===== config.mk =====
export PLATFORM = sky130hd
export DESIGN_NAME = quad_step_decoder
export DESIGN_NICKNAME = d
export VERILOG_FILES = /design/src/rtl/quad_step_decoder.sv
export SDC_FILE = /design/constraint.sdc
export NUM_CORES = 1
export LEC_CHECK = 0
export BUFFER_PORTS_ARGS = -buffer_cell sky130_fd_sc_hd__clkbuf_2
export CAP_MARGIN = 25
export CORE_UTILIZATION = 30
export CTS_CLUSTER_DIAMETER = 40
export DETAILED_ROUTE_END_ITERATION = 12
export PLACE_DENSITY = 0.59
export SLEW_MARGIN = 15
export SYNTH_ARGS = -nofsm -noshare
export SYNTH_HDL_FRONTEND = slang
export SYNTH_SLANG_ARGS = --single-unit

===== constraint.sdc =====
create_clock -name Clk -period 2.27 [get_ports Clk]
set_input_delay 0.1135 -clock Clk [delete_from_list [all_inputs] [get_ports Clk]]
set_output_delay 0.1135 -clock Clk [all_outputs]
set_load 0.03 [all_outputs]

===== src/rtl/quad_step_decoder.sv =====
// ============================================================================
// Module   : quad_step_decoder
// Function : Quadrature A/B decoder producing step pulses, direction and a
//            wrapping position count.
// Revision : 1.0 - initial release
// ============================================================================
`default_nettype none

module quad_step_decoder #(
    parameter int WIDTH       = 4,
    parameter int SYNC_STAGES = 2
) (
    input  logic             Clk,
    input  logic             reset,
    input  logic             QuadA,
    input  logic             QuadB,
    input  logic             Clear,
    output logic [WIDTH-1:0] Count,
    output logic             UpOrDown,
    output logic             Step,
    output logic             Error
);

    localparam int PRIME_EDGES = SYNC_STAGES + 1;
    localparam int PRIME_W     = $clog2(PRIME_EDGES + 1);
    localparam logic [PRIME_W-1:0] PRIME_DONE = PRIME_W'(PRIME_EDGES);

    logic [SYNC_STAGES-1:0] sync_a_q, sync_a_d;
    logic [SYNC_STAGES-1:0] sync_b_q, sync_b_d;
    logic [1:0]             prev_q, prev_d;
    logic [PRIME_W-1:0]     prime_q, prime_d;
    logic [WIDTH-1:0]       count_q, count_d;
    logic                   dir_q, dir_d;
    logic                   step_q, step_d;
    logic                   err_q, err_d;

    logic [1:0] cur;
    logic [1:0] pos_cur;
    logic [1:0] pos_prev;
    logic [1:0] pos_delta;
    logic       primed;
    logic       fwd;
    logic       rev;
    logic       illegal;

    // Gray code 00,01,11,10 maps to ring positions 0..3
    function automatic logic [1:0] gray_to_pos(input logic [1:0] g);
        return {g[1], g[1] ^ g[0]};
    endfunction

    always_comb begin
        sync_a_d = {sync_a_q[SYNC_STAGES-2:0], QuadA};
        sync_b_d = {sync_b_q[SYNC_STAGES-2:0], QuadB};
    end

    assign cur       = {sync_a_q[SYNC_STAGES-1], sync_b_q[SYNC_STAGES-1]};
    assign pos_cur   = gray_to_pos(cur);
    assign pos_prev  = gray_to_pos(prev_q);
    assign pos_delta = pos_cur - pos_prev;
    assign fwd       = (pos_delta == 2'd1);
    assign rev       = (pos_delta == 2'd3);
    assign illegal   = (pos_delta == 2'd2);
    assign primed    = (prime_q == PRIME_DONE);

    always_comb begin
        prev_d  = cur;
        prime_d = primed ? prime_q : prime_q + PRIME_W'(1);
        count_d = count_q;
        dir_d   = dir_q;
        step_d  = 1'b0;
        err_d   = err_q;

        // Clear wins over any transition decoded in the same cycle
        if (Clear) begin
            count_d = '0;
            err_d   = 1'b0;
        end else if (primed) begin
            if (fwd) begin
                count_d = count_q + WIDTH'(1);
                dir_d   = 1'b1;
                step_d  = 1'b1;
            end else if (rev) begin
                count_d = count_q - WIDTH'(1);
                dir_d   = 1'b0;
                step_d  = 1'b1;
            end else if (illegal) begin
                err_d   = 1'b1;
            end
        end
    end

    always_ff @(posedge Clk or negedge reset) begin
        if (!reset) begin
            sync_a_q <= '0;
            sync_b_q <= '0;
            prev_q   <= '0;
            prime_q  <= '0;
            count_q  <= '0;
            dir_q    <= 1'b0;
            step_q   <= 1'b0;
            err_q    <= 1'b0;
        end else begin
            sync_a_q <= sync_a_d;
            sync_b_q <= sync_b_d;
            prev_q   <= prev_d;
            prime_q  <= prime_d;
            count_q  <= count_d;
            dir_q    <= dir_d;
            step_q   <= step_d;
            err_q    <= err_d;
        end
    end

    assign Count    = count_q;
    assign UpOrDown = dir_q;
    assign Step     = step_q;
    assign Error    = err_q;

endmodule

`default_nettype wire


==> run summary <==
first-pass GRT wire length: 2110 µm
slew margin rel.: 0.757
Mapped Cells: 55
cts bufs inserted: 3
post-synth cell types: 24
hold depth: 2
Clock Tree Buf Depth: 2
worst r2r src: prev_q[1]
WL met1: 527 µm
WP data required: 2.46 ns
Post-synth ARST share: 1.00
WHS Endpoint: Count[1]
CTS Root Cell: clkbuf_4
final wirelength: 1240 µm
Core Util, Final: 0.434
DRC Markers: 0
Die Wd: 49.8 µm
max cap viols: 0
crit-path max FO: 3
leakage: 0.405 nW
initial antenna violation count: 0
min-delay src: Clear
synthesized area: 684 µm²
register bit count reported by yosys: 15
clock insertion delay at the later pin of the skew report: 0.29 ns
Routed WL per cell: 11.8 µm
Seq/Total Area, Yosys: 0.548
Die Y: 49.8 µm
area occupied by registers: 375 µm²
final setup vio count: 1
largest net degree at the start of global routing: 16
via count of the first global-routing pass: 501
ANT cells: 0
reg2reg end: Count[3]
failing checks: setup timing
metal2 WL: 643 µm
ys flop type: dfrtp_1
Worst Setup Path Type: reg -> reg
Fin. Hold Viols: 0
mean post-synth cell area: 12.4 µm²
met3 wire len: 55 µm
Worst-path clk slew: 0.10 ns
Yosys warnings: 0
worst slack, placed: -0.0438 ns
min Tclk post-route: 2.38 ns
filler cell count: 199
Port Buffers: 11
top routing layer in use: met4
Starting Density: 0.332
Core Region: 0.00206 mm²
worst clock skew: 0.00561 ns
grt ovf: 0
hpwl dp: 830 µm
R2R cell count: 10
Tot GR Track Use: 0.118
final period utilization: 1.05
Final #Nets: 88
Die Footprint: 0.00248 mm²
startpoint types: flip-flop
peak supply drop: 0.349 mV
vias per inst: 4.57
layout cell share with drive strength beyond 1: 0.385
r2r setup slk: -0.11 ns
gpl congestion: 0.735
RSZ-0062 raised after global routing: true
setup slack after layout: -0.107 ns
DRT iter0 DRCs: 2
DR pass1 iterations: 2
H-tree levels: 1
Rows: 16
Mapped Nets: 64
CP Launch Point: prev_q[1]
fin. max-slew vios: 0
Setup TNS: -0.107 ns
Area growth, synth to finish: 30.9%
critical path arrival: 2.57 ns
Fmax: 421 MHz
Pwr Total: 0.908 mW
vias post-DR: 480
CTS tree: yes
CTS sink count: 15
IO Pins: 12
post-route ant nets: 0
status: complete, but fails checks
Tightest Pin Transition: 0.364 ns
Post-synth EDFFs: 0
Power per Cell Area: 1010 mW/mm²
area occupied by multi-input gates: 312 µm²
Crit. End Element: flip-flop
hold crit path type: in -> reg
[sequential cells by signal (all words and copies together) (netlist names)]
signal / cells
sync_b_q: 2
UpOrDown: 1
prime_q: 2
Step: 1
prev_q: 2
Error: 1
sync_a_q: 2
Count: 4
[layer usage]
metal / GRT usage / vias to the layer above
met4: 0.0571 / 0
met1: 0.125 / 236
met5: 0 / -
li1: - / 233
met3: 0.0556 / 2
met2: 0.196 / 9
[how the worst max path moves through the flow]
stage | cells past startpoint | to | slack, ns
final | 10 | Count[3] | -0.11
after global routing | 10 | Count[3] | -0.24
after CTS | 10 | Count[3] | -0.07
after detailed placement | 10 | Count[3] | -0.04
after global placement | 10 | Count[3] | -0.008
after floorplan | 10 | Count[3] | 0.02
[layout by cell type, fill, tap and decap left out, types with 2 or more instances in the layout]
cell type / n
dlygate4sd3_1: 3
nor2_1: 7
clkbuf_4: 3
xnor2_1: 3
buf_4: 7
ha_1: 2
dfrtp_1: 15
a31oi_1: 2
xor2_1: 2
nor3_1: 2
mux2i_1: 2
clkbuf_2: 11
[Yosys cell counts (2+ instances only)]
library cell  instances  area (µm²)
inv_1                 2        7.51
dfrtp_1              15         375
a31oi_1               3        18.8
nor3_1                2        10.0
nor2_1                7        26.3
xnor2_1               3        26.3
mux2i_1               2        20.0
xor2_1                2        17.5
ha_1                  4        50.1
[metrics by stage]
stage                     hold WS [ns]  instance area, µm²  instances
after floorplan                 -0.182                 684         55
after global routing             0.118                 896        105
after detailed placement        0.0453                 801         97
after CTS                        0.107                 861        104
after global placement          0.0416                 801         97
final                            0.122                 896        105
[kinds of logic (layout without fill, tap and decap cells)]
group	after synthesis	count (layout)	share of synthesized area
buffers and inverters	4	27	0.0366
muxes	4	4	0.0622
xor gates and xnor gates	6	6	0.101
AOI/OAI and AO/OA	6	6	0.0567
adders and majority gates	4	4	0.0731
and+or+nand+nor	16	16	0.123
DFF	15	15	0.548
[power by group]
group,total (mW),switching [mW],internal (mW)
clock network,0.164,0.0970,0.0671
registers,0.356,0.0454,0.311
logic,0.388,0.212,0.176
total,0.908,0.355,0.554
[area by class of cell]
class	count	share of cell area
inverter	2	0.00838
clock buffer	3	0.0251
multi-input combinational	36	0.348
timing repair buffer	21	0.154
clock inverter	1	0.00838
tap	27	0.0377
sequential	15	0.419
[worst max-delay path, stage by stage, from the launching register on]
cell     delay [ns]
dfrtp_1        0.41
xor2_1         0.15
ha_2           0.19
xor3_2         0.40
nor2_4         0.12
inv_2          0.05
ha_4           0.22
a31oi_2        0.19
nor2_1         0.06
mux2i_1        0.15
mux2_1         0.33
[timing repair]
| action | CTS | global route |
|---|---|---|
| gates resized for setup | 0 | 5 |
| endpoints found under the hold margin | 17 | 0 |
| pin swaps | 0 | 5 |
| hold buffers | 3 | 0 |
| buffers inserted | 0 | 1 |
| endpoints found under the setup margin | 1 | 2 |
No activity file was read; power rests on OpenSTA's default activity.
